**src/rtl/fp_div_issuer.sv**
```systemverilog
// ============================================================================
// Module   : fp_div_issuer
// Brief    : Issues one FP division at a time to an external divider, with
//            timeout, software cancel and a held response.
// Revision : 1.0  initial release
// ============================================================================
`default_nettype none

module fp_div_issuer #(
   parameter int exp_width  = 8,
   parameter int mant_width = 24,
   parameter int TIMEOUT    = 64,
   localparam int total_width = exp_width + mant_width
) (
   input  logic                   clk,
   input  logic                   rst_l,
   // upstream request
   input  logic                   req_valid,
   output logic                   req_ready,
   input  logic [total_width-1:0] req_a,
   input  logic [total_width-1:0] req_b,
   input  logic [2:0]             req_rm,
   input  logic                   sw_cancel,
   // divider issue side
   output logic                   div_in_valid,
   input  logic                   div_in_ready,
   output logic [total_width-1:0] div_a,
   output logic [total_width-1:0] div_b,
   output logic [2:0]             div_round_mode,
   output logic                   div_cancel,
   // divider result side
   input  logic                   div_out_valid,
   input  logic [total_width-1:0] div_out,
   input  logic [4:0]             div_exceptions,
   // downstream response
   output logic                   rsp_valid,
   input  logic                   rsp_ready,
   output logic [total_width-1:0] rsp_data,
   output logic [4:0]             rsp_exc,
   output logic                   rsp_timeout,
   // statistics
   output logic [15:0]            issued_cnt,
   output logic [7:0]             timeout_cnt
);

   typedef enum logic [1:0] {
      S_IDLE  = 2'd0,
      S_ISSUE = 2'd1,
      S_WAIT  = 2'd2,
      S_HOLD  = 2'd3
   } state_t;

   // Last WAIT cycle index: the divider gets exactly TIMEOUT cycles to answer.
   localparam logic [7:0] c_wait_last = 8'(TIMEOUT - 1);

   state_t                 state_q,       state_d;
   logic [total_width-1:0] a_q,           a_d;
   logic [total_width-1:0] b_q,           b_d;
   logic [2:0]             rm_q,          rm_d;
   logic [7:0]             wait_cnt_q,    wait_cnt_d;
   logic [15:0]            issued_cnt_q,  issued_cnt_d;
   logic [7:0]             timeout_cnt_q, timeout_cnt_d;
   logic [total_width-1:0] rsp_data_q,    rsp_data_d;
   logic [4:0]             rsp_exc_q,     rsp_exc_d;
   logic                   rsp_timeout_q, rsp_timeout_d;
   logic                   div_cancel_q,  div_cancel_d;

   always_comb begin
      state_d       = state_q;
      a_d           = a_q;
      b_d           = b_q;
      rm_d          = rm_q;
      wait_cnt_d    = wait_cnt_q;
      issued_cnt_d  = issued_cnt_q;
      timeout_cnt_d = timeout_cnt_q;
      rsp_data_d    = rsp_data_q;
      rsp_exc_d     = rsp_exc_q;
      rsp_timeout_d = rsp_timeout_q;
      div_cancel_d  = 1'b0;

      case (state_q)
         S_IDLE: begin
            if (req_valid) begin
               a_d     = req_a;
               b_d     = req_b;
               rm_d    = req_rm;
               state_d = S_ISSUE;
            end
         end

         S_ISSUE: begin
            // Cancel takes priority over a concurrent divider accept.
            if (sw_cancel) begin
               state_d = S_IDLE;
            end else if (div_in_ready) begin
               wait_cnt_d   = 8'd0;
               issued_cnt_d = issued_cnt_q + 16'd1;
               state_d      = S_WAIT;
            end
         end

         S_WAIT: begin
            if (sw_cancel) begin
               div_cancel_d = 1'b1;
               state_d      = S_IDLE;
            end else if (div_out_valid) begin
               rsp_data_d    = div_out;
               rsp_exc_d     = div_exceptions;
               rsp_timeout_d = 1'b0;
               state_d       = S_HOLD;
            end else if (wait_cnt_q == c_wait_last) begin
               div_cancel_d  = 1'b1;
               rsp_data_d    = '0;
               rsp_exc_d     = 5'd0;
               rsp_timeout_d = 1'b1;
               if (timeout_cnt_q != 8'hFF) begin
                  timeout_cnt_d = timeout_cnt_q + 8'd1;
               end
               state_d = S_HOLD;
            end else begin
               wait_cnt_d = wait_cnt_q + 8'd1;
            end
         end

         S_HOLD: begin
            if (rsp_ready) begin
               state_d = S_IDLE;
            end
         end

         default: begin
            state_d = S_IDLE;
         end
      endcase
   end

   always_ff @(posedge clk or negedge rst_l) begin
      if (!rst_l) begin
         state_q       <= S_IDLE;
         a_q           <= '0;
         b_q           <= '0;
         rm_q          <= 3'd0;
         wait_cnt_q    <= 8'd0;
         issued_cnt_q  <= 16'd0;
         timeout_cnt_q <= 8'd0;
         rsp_data_q    <= '0;
         rsp_exc_q     <= 5'd0;
         rsp_timeout_q <= 1'b0;
         div_cancel_q  <= 1'b0;
      end else begin
         state_q       <= state_d;
         a_q           <= a_d;
         b_q           <= b_d;
         rm_q          <= rm_d;
         wait_cnt_q    <= wait_cnt_d;
         issued_cnt_q  <= issued_cnt_d;
         timeout_cnt_q <= timeout_cnt_d;
         rsp_data_q    <= rsp_data_d;
         rsp_exc_q     <= rsp_exc_d;
         rsp_timeout_q <= rsp_timeout_d;
         div_cancel_q  <= div_cancel_d;
      end
   end

   // Handshake outputs come straight from the state register.
   assign req_ready      = (state_q == S_IDLE);
   assign div_in_valid   = (state_q == S_ISSUE);
   assign rsp_valid      = (state_q == S_HOLD);
   assign div_cancel     = div_cancel_q;
   assign div_a          = a_q;
   assign div_b          = b_q;
   assign div_round_mode = rm_q;
   assign rsp_data       = rsp_data_q;
   assign rsp_exc        = rsp_exc_q;
   assign rsp_timeout    = rsp_timeout_q;
   assign issued_cnt     = issued_cnt_q;
   assign timeout_cnt    = timeout_cnt_q;

endmodule

`default_nettype wire

```
**config.mk**
```make
export PLATFORM = sky130hd
export DESIGN_NAME = fp_div_issuer
export DESIGN_NICKNAME = d
export VERILOG_FILES = /design/src/rtl/fp_div_issuer.sv
export SDC_FILE = /design/constraint.sdc
export NUM_CORES = 1
export LEC_CHECK = 0
export BUFFER_PORTS_ARGS = -buffer_cell sky130_fd_sc_hd__buf_2
export CAP_MARGIN = 20
export CORE_AREA = 2 2 116 118
export CTS_BUF_LIST = sky130_fd_sc_hd__clkbuf_4 sky130_fd_sc_hd__clkbuf_8
export CTS_CLUSTER_DIAMETER = 40
export DETAILED_ROUTE_END_ITERATION = 16
export DIE_AREA = 0 0 118 120
export PLACE_DENSITY = 0.77
export SLEW_MARGIN = 20
export SYNTH_ARGS = -nofsm -noshare
export SYNTH_HDL_FRONTEND = slang
export SYNTH_SLANG_ARGS = --single-unit
```
**constraint.sdc**
```tcl
create_clock -name clk -period 1.6 [get_ports clk]
set_clock_uncertainty 0.05 [all_clocks]
set_input_delay 0.08 -clock clk [delete_from_list [all_inputs] [get_ports clk]]
set_output_delay 0.08 -clock clk [all_outputs]
set_load 0.1 [all_outputs]
```
==> impl_results.md, run 1 <==
- Critical path fanouts, max: 3
- Starting density of the core: a little over two fifths
- Most common cell after layout, fill and taps aside: buf_2
- Post-synth top area share: 63.1%
- Vias: 5309
- Slew headroom: approximately two thirds
- Failing checks: negative setup slack
- CTS Sinks: 140
- DR iter-0 viols: 415
- Register area: roughly 0.0036 sq mm
- First-pass GRT wire length: ~28000 um
- Setup ws final: -0.356 ns
- Min cycle time layout: 1.96 ns
- WP data arrival: between 2 and 2.5 ns
- Residual DRC: 0
- Skew-Pair Late Insertion Delay: about 0.45 ns
- Layout cells sized above 1: between 50% and 60%
- Worst Tran Pin Value: 0.528 ns
- Crit share post-route: 122%
- Routed WL per cell: between 15 and 20 um
- Nature of the critical path startpoint: flip-flop
- Buffers added on ports: roughly 240
- Routed Antenna Nets: 0
- Mapped cell area: around 0.0056 sq mm
- Pin count of the biggest net entering global routing: between 40 and 50
- WL final: ~20000 um
- Worst Path Buf+Inv: 3
- Synth-to-layout area growth: 82.9%
- Hold Vio Cnt, Final: 0
- Core Util, Final: between 70% and 80%
- Post-DP Area: 0.00739 sq mm
- Ports: between 200 and 250
- Die H: roughly 120 um
- #FFs+latches synth: 140
- GP Congestion: 0.823
- Drt first pass iters: 5
- Ant diodes: 0
- Cells after synthesis: 394
- Clock Path Buffers: 2
- Root buf cell: clkbuf_8
- Largest cells by area after synthesis: dfrtp_1, mux2_2, a22o_1
- Global route overflow: 0
- Fillers: approximately 690
- Most frequent cells in the layout: buf_2, dfrtp_1, dlygate4sd3_1
- Max Cap Viol: 0
- Most used cell, CP: buf_6
- Final setup fails: ~140
- Syn nets: roughly 500
- Fin area: between 0.01 and 0.015 sq mm
- RSZ-0062 raised after global routing: yes
- Number of antenna violations at the first check in global routing: 0
- Hpwl dp: 10100 um
- Multi-input gate area: roughly 0.0024 sq mm
- Clk slew on worst S/H paths: around 0.080 ns
- Fin. max-slew vios: 0
- CP Capture Type: flip-flop
- Final layout net count: 953
- CTS Buf Count: 17
- Die Width: approximately 120 um
- Status: finished with violations
- Vias in the first global route: 5343
- CTS tree: built
- Die ar.: around 0.014 sq mm
- Core area: 0.0130 sq mm
- Worst min-delay path class: in2async
- Area leader, netlist: dfrtp_1
- Final setup TNS: -17.44 ns
- Critical Path RT: 1.89 ns
- Slowest cell on the critical path: or4b_4
- Sequential fraction of the synthesis area: between 60 and 70%
- Warnings from Yosys: 0
- # rows: 42
- Max Clk Rate: ~500 MHz
- EDFF count, synth: 0
- Post-synth ARST share: 100%
- CP cell instances: or4b_4 -> buf_6 -> a21oi_4 -> buf_4 -> buf_6 -> a21oi_1 -> a31oi_1
- H-tree lvl count: 4
- GRT Total Usage: 25.4%
- Netlist cell types: 38
- Mean Syn Cell Area: 14.1 sq um
- Vias per cell: ~5.2
- Crit path max-delay family: simple AND/OR/NAND/NOR gates
- CP Class: reg2reg
- Critical Path Max Stage Delay: 0.57 ns
- Main synth FF type: dfrtp_1
-- path summary, 6_finish.rpt --
path,from,to,slack [ns],cells past startpoint
min in group clk,div_in_ready,state_q[1],0.06,3
worst min-delay path,rst_l,div_a[24],0.04,2
worst max-delay path,state_q[0],wait_cnt_q[7],-0.36,7
worst min register to register,issued_cnt[15],issued_cnt[15],0.42,1
max in group asynchronous,rst_l,issued_cnt[2],0.84,3
worst max register to register,state_q[0],wait_cnt_q[7],-0.36,7
-- stage by stage --
stage	worst slack (ns)	instances	hold slack (ns)
after detailed placement	-0.270	834	-0.0568
after global placement	-0.232	834	-0.0664
after floorplan	-0.499	394	-0.266
after CTS	-0.221	998	0.0181
after global routing	-0.409	1028	0.0544
final	-0.356	1028	0.0418
-- metal layers --
metal / vias to the layer above / wire [um] / GRT usage, %
met1: 2642 / 7730 / 28.8
met5: - / 0 / 0
met2: 298 / 10600 / 43.8
met4: 0 / 607 / 11.2
met3: 55 / 1380 / 8.46
li1: 2314 / - / -
-- kinds of logic (layout without fill, tap and decap cells) --
logic type               Yosys count  count (layout)  synth area share, %
XOR/XNOR                          22              22                 3.47
AO/OA/AOI/OAI                     57              57                 8.30
buffers and inverters             21             479                 1.80
flip-flops                       140             140                 63.1
AND/OR/NAND/NOR                   81              81                 8.36
adder cells (fa/ha/maj)            3               3                0.676
multiplexers                      70              70                 14.3
-- timing repair --
| item | in CTS | in global routing |
|---|---|---|
| cloned | 8 | 12 |
| gates resized for setup | 37 | 117 |
| endpoints found under the hold margin | 246 | 0 |
| pin swaps | 29 | 32 |
| setup buffers | 17 | 27 |
| endpoints found under the setup margin | 136 | 136 |
| hold buffers | 107 | 0 |
-- synthesized netlist by cell type (2+ instances only) --
library cell / count
o21ai_0: 6
nor3_1: 3
nand4_1: 7
o22ai_1: 2
and3_1: 6
nor2_1: 16
and4_1: 5
inv_1: 2
dfrtp_1: 140
nor4bb_1: 2
nand2b_1: 2
nor2b_1: 4
xor2_1: 2
and2_1: 4
a221o_1: 2
ha_1: 3
nand3b_1: 2
a21oi_1: 3
mux2_2: 69
clkbuf_1: 2
nand3_1: 8
buf_2: 14
a22o_1: 40
buf_1: 2
xnor2_1: 20
nand2_1: 16
-- registers in the layout, indices dropped and copies added (netlist names) --
signal,count
div_cancel,1
div_a,32
state_q,2
rsp_data,32
timeout_cnt,8
rsp_timeout,1
wait_cnt_q,8
div_b,32
rsp_exc,5
issued_cnt,16
div_round_mode,3
-- cell type report --
| cell class | count | area share (%) |
|---|---|---|
| timing repair buffer | 445 | 34.5 |
| tap | 176 | 2.17 |
| inverter | 2 | 0.0739 |
| clock buffer | 22 | 2.86 |
| multi-input combinational | 233 | 23.2 |
| clock inverter | 10 | 2.07 |
| sequential | 140 | 35.1 |
Power of run 1 is left out: the tool's default activity adds up to more than one toggle a clock period on the data nets, which glitch-free logic cannot reach.
==> run 2, diff against run 1 <==
Settings changed: RECOVER_POWER set to 50.
==> run 2 against run 1 <==
The run still ends with negative setup slack left. Largest cell class unchanged. Sequential share of layout area increased by 0.14 points. Hold slack improved by 0.016 ns. Fmax about the same. Core utilization fell by 0.31 points. Register-to-register slack about the same.
==> impl_results.md, run 2 (same netlist as run 1, synthesis figures left out) <==
- Min cycle time layout: 1.95 ns
- First-pass GRT wire length: roughly 28000 um
- Vias: approximately 5.4k
- Ant diodes: 0
- Hold Vio Cnt, Final: 0
- Most frequent cells in the layout: buf_2, dfrtp_1, dlygate4sd3_1
- Register area: 0.00357 sq mm
- Synth-to-layout area growth: 82.2%
- Met1 usage: 28.8%
- Routed Antenna Nets: 0
- WP data arrival: 2.24 ns
- Number of antenna violations at the first check in global routing: 0
- DR iter-0 viols: 420
- FF-to-FF End: wait_cnt_q[7]
- Skew-Pair Late Insertion Delay: between 0.4 and 0.5 ns
- Ports: 244
- Multi-input gate area: approximately 0.0024 sq mm
- Die Width: ~120 um
- CP Capture Point: wait_cnt_q[7]
- Hpwl dp: about 10000 um
- H-tree lvl count: 4
- CP Class: reg2reg
- RSZ-0062 raised after global routing: yes
- GR Layer Usage met2: between 40% and 50%
- Setup ws final: -0.355 ns
- Die ar.: 0.0142 sq mm
- CTS Sinks: 140
- Routed WL per cell: slightly below 20 um
- CTS tree: built
- Clk slew on worst S/H paths: ~0.08 ns
- CP Capture Type: flip-flop
- Die H: between 100 and 150 um
- Fin. max-slew vios: 0
- Crit share post-route: 122%
- Placed Cells: 834
- Residual DRC: 0
- Core Util, Final: 77.9%
- Clock Path Buffers: 2
- Layout cells sized above 1: 58.5%
- Buffers added on ports: about 240
- Worst Tran Pin Value: 0.798 ns
- GP Congestion: approximately 0.82
- Depth of the most critical reg-to-reg path: 7
- Critical path fanouts, max: 3
- Drt first pass iters: 5
- Slew headroom: about 47%
- Fin area: approximately 0.010 sq mm
- Critical Path RT: between 1.5 and 2 ns
- Global route overflow: 0
- Post-DP Area: 0.00739 sq mm
- # rows: 42
- Failing checks: negative setup slack
- WL final: between 20000 and 25000 um
- Worst r2r src: state_q[0]
- Vias per cell: 5.22
- Fillers: between 600 and 700
- Max Clk Rate: around 510 MHz
- Gr busiest metal: met2
- Most common cell after layout, fill and taps aside: buf_2
- Non-Filler Instances: a little over 1k
- Starting density of the core: 42.8%
- Worst min-delay path class: in2reg
- GRT Total Usage: between 20% and 30%
- Nature of the critical path startpoint: flip-flop
- Root buf cell: clkbuf_8
- Pre-CTS setup slack: -0.270 ns
- Final setup fails: 135
- Setup slack, reg-to-reg: -0.35 ns
- Met3 Resource Use GR: under 10%
- Core area: roughly 0.013 sq mm
- Crit path launch: state_q[0]
- Pin count of the biggest net entering global routing: 44
- CTS Buf Count: 17
- Final layout net count: between 900 and 1k
- Vias in the first global route: 5343
- Status: finished with violations
- Max Cap Viol: 0
run 2: cell types whose count changed in the layout (fill, tap and decap cells not counted), sizes merged:
cell | before | now
buf | 329 | 324
clkbuf | 31 | 36
run 2: critical path: stages, from the launching register on:
cell and delay, ns:
dfrtp_1 0.39, or4b_4 0.57, buf_6 0.15, a21oi_4 0.16
buf_4 0.15, buf_6 0.09, a21oi_1 0.05, a31oi_1 0.23
run 2: how the worst min path moves through the flow:
| stage | to | cells past startpoint | from |
|---|---|---|---|
| final | state_q[1] | 3 | div_in_ready |
| after CTS | div_cancel | 4 | sw_cancel |
| after global routing | state_q[1] | 3 | div_in_ready |
| after detailed placement | div_a[24] | 1 | rst_l |
| after floorplan | div_a[0] | 0 | rst_l |
| after global placement | div_a[24] | 1 | rst_l |
run 2: metrics by stage:
stage	hold slack, ns	setup TNS, ns
2_1_floorplan	-0.266	-34.85
3_3_place_gp	-0.0664	-6.98
3_5_place_dp	-0.0568	-9.79
4_1_cts	0.0181	-12.73
5_1_grt	0.0645	-25.87
6_report	0.0582	-17.48
run 2: routing by layer:
metal	routed length, um	vias up
met5	0	-
li1	-	2316
met1	7700	2672
met2	10600	308
met3	1310	66
met4	680	0
run 2: area by class of cell:
cell class,instances,area share [%]
sequential,140,35.3
clock inverter,10,2.08
tap,176,2.18
timing repair buffer,445,34.2
inverter,2,0.0742
clock buffer,22,2.87
multi-input combinational,233,23.3
run 2: timing repair:
| action | 4_1_cts | 5_1_grt |
|---|---|---|
| hold buffers | 107 | 0 |
| pin swaps | 29 | 32 |
| setup endpoints to repair | 136 | 136 |
| endpoints found under the hold margin | 246 | 0 |
| setup buffers | 17 | 27 |
| gates resized for setup | 37 | 117 |
| cloned | 8 | 12 |
Power of run 2 is left out for the same reason.
